File: src/rtl/fp_mant_div_pkg.sv
// fp_mant_div_pkg: shared widths, FSM state type and constants for the
// iterative mantissa divider.
//   MANT_W  mantissa width including hidden bit
//   Q_W     quotient width (one integer bit + MANT_W fraction bits)
//   R_W     partial-remainder width
package fp_mant_div_pkg;

    localparam int unsigned MANT_W = 24;
    localparam int unsigned Q_W    = 25;
    localparam int unsigned R_W    = 26;
    localparam int unsigned CNT_W  = 5;

    // Iteration counter start value; the count runs down through zero,
    // so Q_W trial subtractions are performed in total.
    localparam logic [CNT_W-1:0] CntStart = CNT_W'(Q_W - 1);

    // Quotient reported on divide-by-zero.
    localparam logic [Q_W-1:0] QDivZero = {Q_W{1'b1}};

    typedef enum logic [1:0] {
        StIdle = 2'd0,
        StRun  = 2'd1,
        StFin  = 2'd2
    } state_e;

endpackage

File: src/rtl/fp_mant_div_if.sv
// fp_mant_div_if: request/result bundle of the mantissa divider.
//   start   request, accepted only while idle
//   a, b    dividend / divisor mantissas (normalized or zero)
//   busy    iterating
//   done    one-cycle result strobe
//   q       quotient, floor(a/b * 2^24)
//   sticky  final remainder nonzero
//   dz      divide by zero
// master drives the request, slave (the divider) returns the result.
interface fp_mant_div_if;
    import fp_mant_div_pkg::*;

    logic              start;
    logic [MANT_W-1:0] a;
    logic [MANT_W-1:0] b;
    logic              busy;
    logic              done;
    logic [Q_W-1:0]    q;
    logic              sticky;
    logic              dz;

    modport master (
        output start, a, b,
        input  busy, done, q, sticky, dz
    );

    modport slave (
        input  start, a, b,
        output busy, done, q, sticky, dz
    );

endinterface

File: src/rtl/fp_mant_div_step.sv
// fp_mant_div_step: one restoring-division step (combinational).
//   r_i  current partial remainder
//   d_i  divisor mantissa
//   q_o  quotient bit produced by this step
//   r_o  next partial remainder, already shifted left by one
module fp_mant_div_step
    import fp_mant_div_pkg::*;
(
    input  logic [R_W-1:0]    r_i,
    input  logic [MANT_W-1:0] d_i,
    output logic              q_o,
    output logic [R_W-1:0]    r_o
);

    logic [R_W-1:0] trial;

    always_comb begin
        trial = r_i - {2'b00, d_i};
        // r_i < 2*d_i < 2^25, so bit 25 of the difference is a clean sign bit.
        q_o   = ~trial[R_W-1];
        // Dropping the MSB on the shift is safe: the kept remainder is < d_i.
        r_o   = q_o ? {trial[R_W-2:0], 1'b0} : {r_i[R_W-2:0], 1'b0};
    end

endmodule

File: src/rtl/fp_mant_div.sv
// fp_mant_div: iterative restoring divider for 24-bit normalized mantissas.
// One trial subtraction per clock; a result is strobed on done 26 clocks
// after an accepted start (1 clock for a zero divisor).
//   CLK     clock, rising edge
//   RST     synchronous active-high reset
//   bus_io  request/result bundle (slave side)
module fp_mant_div
    import fp_mant_div_pkg::*;
(
    input  logic          CLK,
    input  logic          RST,
    fp_mant_div_if.slave  bus_io
);

    state_e             state_q;
    logic [CNT_W-1:0]   cnt_q;
    logic [R_W-1:0]     r_q;
    logic [MANT_W-1:0]  d_q;
    logic [Q_W-1:0]     q_q;
    logic               busy_q;
    logic               done_q;
    logic               sticky_q;
    logic               dz_q;

    logic               step_q;
    logic [R_W-1:0]     step_r;

    fp_mant_div_step u_step (
        .r_i (r_q),
        .d_i (d_q),
        .q_o (step_q),
        .r_o (step_r)
    );

    always_ff @(posedge CLK) begin
        if (RST) begin
            state_q  <= StIdle;
            cnt_q    <= '0;
            r_q      <= '0;
            d_q      <= '0;
            q_q      <= '0;
            busy_q   <= 1'b0;
            done_q   <= 1'b0;
            sticky_q <= 1'b0;
            dz_q     <= 1'b0;
        end else begin
            done_q <= 1'b0;
            unique case (state_q)
                StIdle: begin
                    if (bus_io.start) begin
                        if (bus_io.b == '0) begin
                            q_q      <= QDivZero;
                            sticky_q <= 1'b0;
                            dz_q     <= 1'b1;
                            done_q   <= 1'b1;
                            state_q  <= StFin;
                        end else begin
                            r_q      <= {2'b00, bus_io.a};
                            d_q      <= bus_io.b;
                            cnt_q    <= CntStart;
                            q_q      <= '0;
                            sticky_q <= 1'b0;
                            dz_q     <= 1'b0;
                            busy_q   <= 1'b1;
                            state_q  <= StRun;
                        end
                    end
                end
                StRun: begin
                    r_q <= step_r;
                    q_q <= {q_q[Q_W-2:0], step_q};
                    if (cnt_q == '0) begin
                        sticky_q <= (step_r != '0);
                        busy_q   <= 1'b0;
                        done_q   <= 1'b1;
                        state_q  <= StFin;
                    end else begin
                        cnt_q <= cnt_q - 1'b1;
                    end
                end
                StFin: begin
                    state_q <= StIdle;
                end
                default: begin
                    state_q <= StIdle;
                end
            endcase
        end
    end

    assign bus_io.busy   = busy_q;
    assign bus_io.done   = done_q;
    assign bus_io.q      = q_q;
    assign bus_io.sticky = sticky_q;
    assign bus_io.dz     = dz_q;

endmodule

File: src/flat_wrapper.sv
// flat-port wrapper written by rule: the top's interface ports become plain ports
module fp_mant_div_flat import fp_mant_div_pkg::*;
  (CLK, RST, bus_io_start, bus_io_a, bus_io_b, bus_io_busy, bus_io_done, bus_io_q, bus_io_sticky, bus_io_dz);
  fp_mant_div_if bus_io_i ();
  input  logic CLK;
  input  logic RST;
  input wire logic [$bits(bus_io_i.start)-1:0] bus_io_start;
  input wire logic [$bits(bus_io_i.a)-1:0] bus_io_a;
  input wire logic [$bits(bus_io_i.b)-1:0] bus_io_b;
  output wire logic [$bits(bus_io_i.busy)-1:0] bus_io_busy;
  output wire logic [$bits(bus_io_i.done)-1:0] bus_io_done;
  output wire logic [$bits(bus_io_i.q)-1:0] bus_io_q;
  output wire logic [$bits(bus_io_i.sticky)-1:0] bus_io_sticky;
  output wire logic [$bits(bus_io_i.dz)-1:0] bus_io_dz;
  assign bus_io_i.start = bus_io_start;
  assign bus_io_i.a = bus_io_a;
  assign bus_io_i.b = bus_io_b;
  assign bus_io_busy = bus_io_i.busy;
  assign bus_io_done = bus_io_i.done;
  assign bus_io_q = bus_io_i.q;
  assign bus_io_sticky = bus_io_i.sticky;
  assign bus_io_dz = bus_io_i.dz;
  fp_mant_div u_core (.CLK(CLK), .RST(RST), .bus_io(bus_io_i));
endmodule
File: config.mk
export PLATFORM = sky130hd
export DESIGN_NAME = fp_mant_div_flat
export DESIGN_NICKNAME = d
export VERILOG_FILES = /design/src/rtl/fp_mant_div_pkg.sv /design/src/rtl/fp_mant_div_if.sv /design/src/rtl/fp_mant_div_step.sv /design/src/rtl/fp_mant_div.sv /design/src/flat_wrapper.sv
export SDC_FILE = /design/constraint.sdc
export NUM_CORES = 1
export LEC_CHECK = 0
export ABC_AREA = 0
export CAP_MARGIN = 15
export CORE_MARGIN = 10
export CORE_UTILIZATION = 33
export DETAILED_ROUTE_END_ITERATION = 10
export DONT_BUFFER_PORTS = 1
export PLACE_DENSITY_LB_ADDON = 0.05
export SETUP_SLACK_MARGIN = 0.2
export SYNTH_ARGS = -nofsm -noshare
export SYNTH_HDL_FRONTEND = slang
export SYNTH_SLANG_ARGS = --single-unit
File: constraint.sdc
create_clock -name CLK -period 3 [get_ports CLK]
set_input_delay 0.6 -clock CLK [delete_from_list [all_inputs] [get_ports CLK]]
set_output_delay 0.6 -clock CLK [all_outputs]
set_load 0.01 [all_outputs]
==> key figures <==
Run status
  – Outcome: completed

Synth
  – Synth unique cells: 57
  – Syn_area_per_cell: 7.67 um2
  – Fraction of registers with async set/reset: 0
  – Post-synth top flop: dfxtp_1
  – Synth warn: 0
  – Synthesized cell area: 5180 um2
  – Yosys reg bits: 86
  – Mapped Nets: 752
  – Mapped Cells: 675
  – Post-synth EDFFs: 0
  – Seq/Total Area, Yosys: 0.333

Placed design
  – Buffers on Ports: 0
  – Routability congestion estimate from global placement: 0.865
  – Post-DP HPWL: 12.9 mm

Power and ir drop
  – Power share of the combinational group: 0.621
  – Switch share: 0.425
  – Post-layout power: 6880 uW
  – Pleak: 0.00262 uW
  – Maximum vdd drop: 0.000471 V
  – Sequential power share: 0.221
  – Switch Pwr: 2930 uW
  – Pint: 3960 uW
  – PD cells: 1050 nW/um2
  – Clock Power Share: 0.158

Route
  – Initial drt markers: 233
  – Via Count: 4980
  – Routed len/inst: 19.0 um
  – Drt total wl: 17.6 mm
  – Vias/cell: 5.36
  – DRC viols: 0
  – Antenna Nets Post-Route: 0
  – TritonRoute pass-1 iters: 5

Global route
  – Vias in the first global route: 4753
  – First-pass GRT wire length: 26.7 mm
  – Grt total ovfl: 0
  – Gr usage total: 0.157
  – Initial antenna violation count: 0
  – Largest net degree at the start of global routing: 87

CTS
  – Maximum buffer depth of the clock tree: 2
  – Clk_lat worst skew: 0.36 ns
  – Root Driver: clkbuf_16
  – # hold bufs at CTS: 0
  – H-tree levels: 3
  – CTS tree: yes
  – CTS Buf Count: 9
  – Clk sinks: 86
  – Worst-path clk slew: 0.07 ns

Timing
  – RSZ-0062 raised after global routing: true
  – Final period util: 0.989
  – Final Skew: 0.0121 ns
  – Final setup vio count: 0
  – Post-layout min period: 2.97 ns
  – Final Hold Viols: 0
  – Worst slew margin: 0.483
  – Worst slew pin tran: 0.769 ns
  – Slew Viols, Final: 0
  – Setup tns final: 0 ns
  – Highest Clock Rate: 337 MHz

Floorplanning
  – Core Rows: 45
  – Die area: 21100 um2
  – Die W: 145 um
  – Die height: 145 um
  – Initial core utilization: 0.338
  – Top Ports: 80
  – Core footprint: 15300 um2

Worst setup path
  – Worst Path Max Fanout: 2
  – Crit. End Element: flip-flop
  – R2R Setup Slk: 0.03 ns
  – Reg2Reg Depth: 12
  – Worst Setup Path Type: flip-flop to flip-flop
  – R2R Path Start: u_core.r_q[0]$_SDFFE_PP0P_
  – WP data arrival: 3.22 ns
  – Worst r2r dst: u_core.bus_io.sticky$_SDFFE_PP0P_
  – CP startpoint kind: flip-flop
  – CP required: 3.26 ns

Layout
  – Synth-to-Final Area Change: 26.9%
  – Diodes inserted: 0
  – Nets: 791
  – Layout cell share with drive strength beyond 1: 0.228

Min path
  – Hold path endpoint: u_core.r_q[17]$_SDFFE_PP0P_
  – HP Class: input port to flip-flop
  – Min-delay src: RST
  – Hold Crit Depth: 1

Flow run
  – Max-cap check violation count: 0
## power by group through the flow
stage / Sequential [uW] / Clock, uW / Combinational [uW]
global placement: 1520 / 0 / 3340
global route: 1540 / 1170 / 4660
floorplan: 1470 / 0 / 2260
detailed placement: 1520 / 0 / 3350
finish: 1520 / 1090 / 4280
CTS: 1500 / 1120 / 3510
## per-layer routing
layer,vias to the layer above,wire length (um),GRT usage
li1,2489,-,-
met1,2355,8190,0.202
met2,114,8070,0.242
met3,22,1050,0.0565
met4,0,345,0.0399
met5,-,0,0
## synthesized netlist by cell type (all sizes together), types with 11 or more instances
master	instances	area, um2
o21ai	18	90.1
xnor2	11	96.3
dfxtp	86	1720
nor2	92	345
inv	33	124
a21oi	75	375
nand2	84	318
mux2i	26	260
nor3	30	150
ha	25	313
a311o	17	170
nor4	14	87.6
clkbuf	33	124
## area by class of cell
class | count | area (um2)
fill | 1613 | 8750
inverter | 33 | 124
tap | 211 | 264
sequential | 86 | 1740
clock inverter | 6 | 47.5
timing repair buffer | 71 | 671
multi-input combinational | 513 | 3500
clock buffer | 9 | 225
## cell usage in the layout (no fill, tap or decap), types with 3 or more instances in the layout
cell,instances
ha_4,13
a21oi_1,66
a311o_1,17
o21ai_2,3
a211o_1,3
clkbuf_16,11
xor2_1,10
a211oi_1,4
o311ai_1,3
buf_12,7
ha_1,12
nor2b_1,4
a22oi_1,6
a31oi_1,3
buf_4,59
and3_1,4
o211ai_1,4
nor4_1,13
a21oi_2,9
o21a_1,3
nand4_1,7
inv_2,5
nand2_1,79
inv_1,28
dfxtp_2,14
xnor2_1,10
o21ai_0,10
o21ai_1,5
nand2_2,5
nand2b_1,5
nand3_1,10
mux2i_1,24
a21o_1,9
nor3_1,28
nor2_1,91
dfxtp_1,72
## repair_timing
action | 4_1_cts | 5_1_grt
setup endpoints to repair | 20 | 26
setup buffers | 2 | 12
resized for setup | 17 | 65
pin swaps | 11 | 28
cloned | 0 | 3
## worst max path at each step
stage	depth (start not counted)	start	slack, ns	endpoint
after floorplan	12	u_core.d_q[15]$_SDFFE_PP0P_	0.15	u_core.bus_io.sticky$_SDFFE_PP0P_
after global placement	13	u_core.r_q[0]$_SDFFE_PP0P_	0.04	u_core.bus_io.sticky$_SDFFE_PP0P_
after detailed placement	11	u_core.d_q[0]$_SDFFE_PP0P_	-0.008	u_core.bus_io.sticky$_SDFFE_PP0P_
after CTS	12	u_core.r_q[0]$_SDFFE_PP0P_	0.009	u_core.bus_io.sticky$_SDFFE_PP0P_
after global routing	12	u_core.r_q[0]$_SDFFE_PP0P_	-0.1	u_core.bus_io.sticky$_SDFFE_PP0P_
final	12	u_core.r_q[0]$_SDFFE_PP0P_	0.03	u_core.bus_io.sticky$_SDFFE_PP0P_
## registers in the layout, indices dropped and copies added (netlist names)
signal                cells
u_core.r_q               26
u_core.bus_io.q          25
u_core.d_q               24
u_core.cnt_q              5
u_core.state_q            2
u_core.bus_io.busy        1
u_core.bus_io.done        1
u_core.bus_io.dz          1
u_core.bus_io.sticky      1
## kinds of logic after synthesis
logic type,count (synthesis),synth area share
XOR/XNOR,21,0.0355
flip-flops,86,0.333
AO/OA/AOI/OAI,171,0.221
buffers and inverters,76,0.0597
AND/OR/NAND/NOR,267,0.233
multiplexers,28,0.0546
adder cells (fa/ha/maj),26,0.0643
## metrics by stage
stage	area (um2)	worst slack [ns]	std cells	utilization	hold WS, ns
2_1_floorplan	5190	0.151	675	-	0.449
3_3_place_gp	5740	0.0370	897	0.375	0.467
3_5_place_dp	5740	-0.00842	897	0.375	0.472
4_1_cts	6110	0.00929	914	0.399	0.293
5_1_grt	6570	-0.0964	929	0.429	0.287
6_report	6570	0.0337	929	0.429	0.299
## critical path, cell delays in order, from the launching register on
cell and delay, ns:
dfxtp_2 0.32, inv_2 0.06, ha_4 0.13, inv_2 0.03, fa_2 0.34, a21o_1 0.20, a21oi_2 0.15, xnor2_1 0.10
or4b_1 0.50, or4_4 0.43, nor4_2 0.21, a31oi_1 0.10, o31a_1 0.30
(Power assumes the default switching activity.)
==> edit 1: new RTL, same flow settings <==
Make the reset (`RST`) asynchronous in one clocked block. Comments in the files are not updated.
--- a/src/rtl/fp_mant_div.sv
+++ b/src/rtl/fp_mant_div.sv
@@ -32,7 +32,7 @@
         .r_o (step_r)
     );
 
-    always_ff @(posedge CLK) begin
+    always_ff @(posedge CLK or posedge RST) begin
         if (RST) begin
             state_q  <= StIdle;
             cnt_q    <= '0;
Formal check against the unedited RTL: differs if RST is asserted again (counterexample within 4 cycles, from zero or initial values and one cycle with RST high); with RST held inactive, the same outputs for 4 cycles.
==> edit 1 against the original RTL <==
The run now ends with negative setup slack left; cell area grew 6.8%; setup slack got worse by 0.042 ns; wire length is 0.41% higher; synthesized area rose by 6.2%; sequential cell count stayed put; critical path type unchanged; critical path depth up 1; critical endpoint is now u_core.bus_io.sticky.
Power is not shown: default switching activity piles up to over one toggle a cycle in this logic, so the estimate is an artifact.
==> edit 1: results (changes against the original RTL) <==
fill count=1678 (+4.0%); crit-path max FO=3 (+1); worst-margin pin slew=0.8953 ns (+0.1267 ns); largest net degree at the start of global routing=70 (-20%); post-synthesis xor/xnor area fraction=3.188% (-0.37 points); mux contribution to synthesized area=6.193% (+0.73 points); layout cell share with drive strength beyond 1=26.83% (+4.0 points); register area share after synthesis=39.16% (+5.9 points); clock skew=0.009424 ns (-0.002720 ns); Final Wtd Congestion=0.8830 (+2.0%); DRT iter0 DRCs=318 (+36%); Routed WL per cell=18.79 um (-1.1%); critical path's largest stage delay=0.51 ns; FF-to-FF path depth=13 (+1); Final WS setup=-0.007946 ns (-0.04169 ns); Final setup viols=1 (+1); reg-to-reg endpoint=u_core.bus_io.sticky; post-synthesis adder-cell area fraction=6.056% (-0.37 points); Post-CTS Setup Inserts=0 (-2); total track usage=16.10% (+0.42 points); routed vias=4989 (+0.18%); Synth top cells by count=nand2_1 (92), dfrtp_1 (86), nor2_1 (76); Synth area leaders=dfrtp_1 (39%), nand2_1 (6.3%), ha_1 (5.7%); Synth async-reset ratio=100.0% (+100 points); Synth cell types=63 (+11%); HP Class=in -> async; failing checks=negative setup slack; NumNets Final=795 (+0.51%); post_cts resized=14 (-3); Compound-Gate Fraction of Synth Area=21.61% (-0.46 points); Synth Flop Type=dfrtp_1; number of global-route vias before repair=5064 (+6.5%); DP Wirelength=13790 um (+6.6%); Mapped Nets=709 (-5.7%); status=finished, violations left
edit 1: cell count changes after synthesis, moves of 13 or more:
cell      change
a21oi_1      -28
a311o_1      -17
clkbuf_1     -13
dfrtp_1      +86
dfxtp_1      -86
mux2_2       +22
mux2i_1      -19
nor2_1       -16
nor3_1       -23
edit 1: cell type report:
type                            count  area, um^2  area share (%)
Sequential cell                    86        2152           30.68
Timing Repair Buffer              102       827.0           11.79
Multi-Input combinational cell    484        3326           47.41
Inverter                           35       135.1           1.926
Clock inverter                      7       75.07           1.070
Tap cell                          220       275.3           3.924
Clock buffer                        9       225.2           3.210
edit 1: stage by stage:
step	hold slack (ns)	std cells	setup TNS (ns)	setup WS, ns	instance area [um^2]
2_1_floorplan	0.4716	632	0	0.1577	5502
3_3_place_gp	0.4937	917	-0.1632	-0.1632	6394
3_5_place_dp	0.4930	917	-0.1783	-0.1783	6394
4_1_cts	0.3087	933	-0.04939	-0.04939	6771
5_1_grt	0.3479	943	-0.2425	-0.2424	7015
6_report	0.2836	943	-0.007946	-0.007946	7015
edit 1: worst max-delay path by stage:
stage                  startpoint  slack (ns)  depth (start not counted)                    to
floorplan           u_core.r_q[0]        0.16                         13  u_core.bus_io.sticky
global placement    u_core.r_q[0]       -0.16                         13  u_core.bus_io.sticky
detailed placement  u_core.r_q[0]       -0.18                         13  u_core.bus_io.sticky
CTS                 u_core.r_q[0]       -0.05                         13  u_core.bus_io.sticky
global route        u_core.r_q[0]       -0.24                         13  u_core.bus_io.sticky
finish              u_core.r_q[0]      -0.008                         13  u_core.bus_io.sticky
edit 1: per-layer routing:
layer	part of all wire, %	track usage [%]	routed length (um)
met5	0	0	0
met4	1.4	4.563	243
met3	4.8	3.823	850
met2	48	26.47	8551
met1	46	20.59	8075
==> edit 2: new RTL, same settings <==
Made on the original files. Set the package constant `CNT_W` to 7 (it was 5).
--- a/src/rtl/fp_mant_div_pkg.sv
+++ b/src/rtl/fp_mant_div_pkg.sv
@@ -8,7 +8,7 @@
     localparam int unsigned MANT_W = 24;
     localparam int unsigned Q_W    = 25;
     localparam int unsigned R_W    = 26;
-    localparam int unsigned CNT_W  = 5;
+    localparam int unsigned CNT_W  = 7;
 
     // Iteration counter start value; the count runs down through zero,
     // so Q_W trial subtractions are performed in total.
Check against the original RTL: same outputs for any inputs over 4 cycles, from zero or initial values and one cycle with RST high; that may be too few to reach the edited logic, so the function may still have changed.
==> edit 2 against the original RTL <==
Combinational power rose by 19%; first-iteration DRC count rose by 56%; synthesized area rose by 5.6%; synthesized cell count rose by 6.5%; cell area rose by 9.4%; setup slack improved by 0.0095 ns; global-route usage rose by 1.4 points; via count rose by 9.9%; wire length rose by 9.1%; sequential cell count rose by 2; total power rose by 16%; sequential power rose by 6%; critical path type unchanged.
==> edit 2: results (changes against the original RTL) <==
status=finished, final reports clean; FF-to-FF Start=u_core.d_q[7]; met2 global-route usage=26.63% (+2.4 points); DRT iter0 DRCs=364 (+56%); Final Util=44.73% (+1.8 points); Synth top cells by count=nand2_1 (97), dfxtp_1 (88), nor2_1 (81); Final Wtd Congestion=0.9505 (+9.8%); Hold Crit Endpoint=u_core.r_q[21]; FF-to-FF path depth=14 (+2); #MultiIn Comb=552 (+7.6%); Combinational Power Share=63.7% (+1.6 points); Synth area leaders=dfxtp_1 (32%), nand2_1 (6.7%), a21oi_1 (6.5%); layout cell share with drive strength beyond 1=26.89% (+4.1 points); Seq/total area=24.77% (-1.7 points); Net Sw Frac=41.18% (-1.4 points); post-synthesis adder-cell area fraction=6.090% (-0.34 points); metal3 WL=943 um (-10%); Leak Pwr=2.782 nW (+6.2%); total power=0.007987 W (+16%); NumNets Final=864 (+9.2%); Non-CTS buffers=104 (+46%); fill count=1633 (+1.2%); worst-margin pin slew=1.079 ns (+0.3105 ns); Metal-1 WL=9193 um (+12%); register area share after synthesis=32.23% (-1.0 points); Mapped Nets=796 (+5.9%); Worst VDD drop=0.0005178 V (+9.8%); mux contribution to synthesized area=4.831% (-0.63 points); Layout Cells excl Fill=1008 (+8.5%); routed vias=5473 (+9.9%); total track usage=17.09% (+1.4 points); Area Overhead vs Synth=31.43%; Avg Cell Area, Syn=7.601 um^2 (-0.88%); hold_ws=0.3112 ns (+0.01202 ns); clock skew=0.006717 ns (-0.005427 ns); largest net degree at the start of global routing=89 (+2.3%); placed cells=973 (+8.5%); crit-path max FO=5 (+3); Seq. pwr=0.00161 W (+6%); first-pass GRT wire length=30080 um (+13%); met3 Use GR=4.369% (-1.3 points); CTS sink cnt=88 (+2.3%); Signal inverters=32 (-3.0%); Worst path slowest cell=dfxtp_2; placed cell areas=0.006238 mm^2 (+8.7%); post-synthesis xor/xnor area fraction=3.686% (+0.13 points); post-place setup slack=-0.1956 ns (-0.1872 ns); multi-input gate share of the layout cell area=53.13% (-0.13 points); global routing usage on met1=22.71% (+2.5 points); Synth cell types=63 (+11%); Max Clk Rate=0.3382 GHz (+0.32%)
-- edit 2: changes by cell type in the layout (fill, tap and decap cells not counted), moves of 7 or more --
cell      change
o21ai_0       +8
mux2i_1       -8
nand2_1      +17
a21oi_1       -7
nor2_1       -10
buf_4        +31
a211o_1      +14
a311o_1      -17
nor3_1       +14
buf_6         +7
a211oi_1     +23
-- edit 2: what timing repair did --
action                     in CTS  in global routing
hold buffers                    0                  0
setup endpoints to repair      26                 26
gates cloned                    1                  0
pin swaps                      33                 38
gates resized for setup        61                 42
buffers inserted               10                  8
-- edit 2: critical path, delay by kind of cell (launching register included) --
| family | cells | cell delay, ns |
|---|---|---|
| multiplexers | 2 | 0.63 |
| AND/OR/NAND/NOR | 3 | 0.50 |
| adder cells (fa/ha/maj) | 1 | 0.27 |
| flip-flops | 1 | 0.34 |
| AO/OA/AOI/OAI | 4 | 0.72 |
| buffers and inverters | 4 | 0.43 |
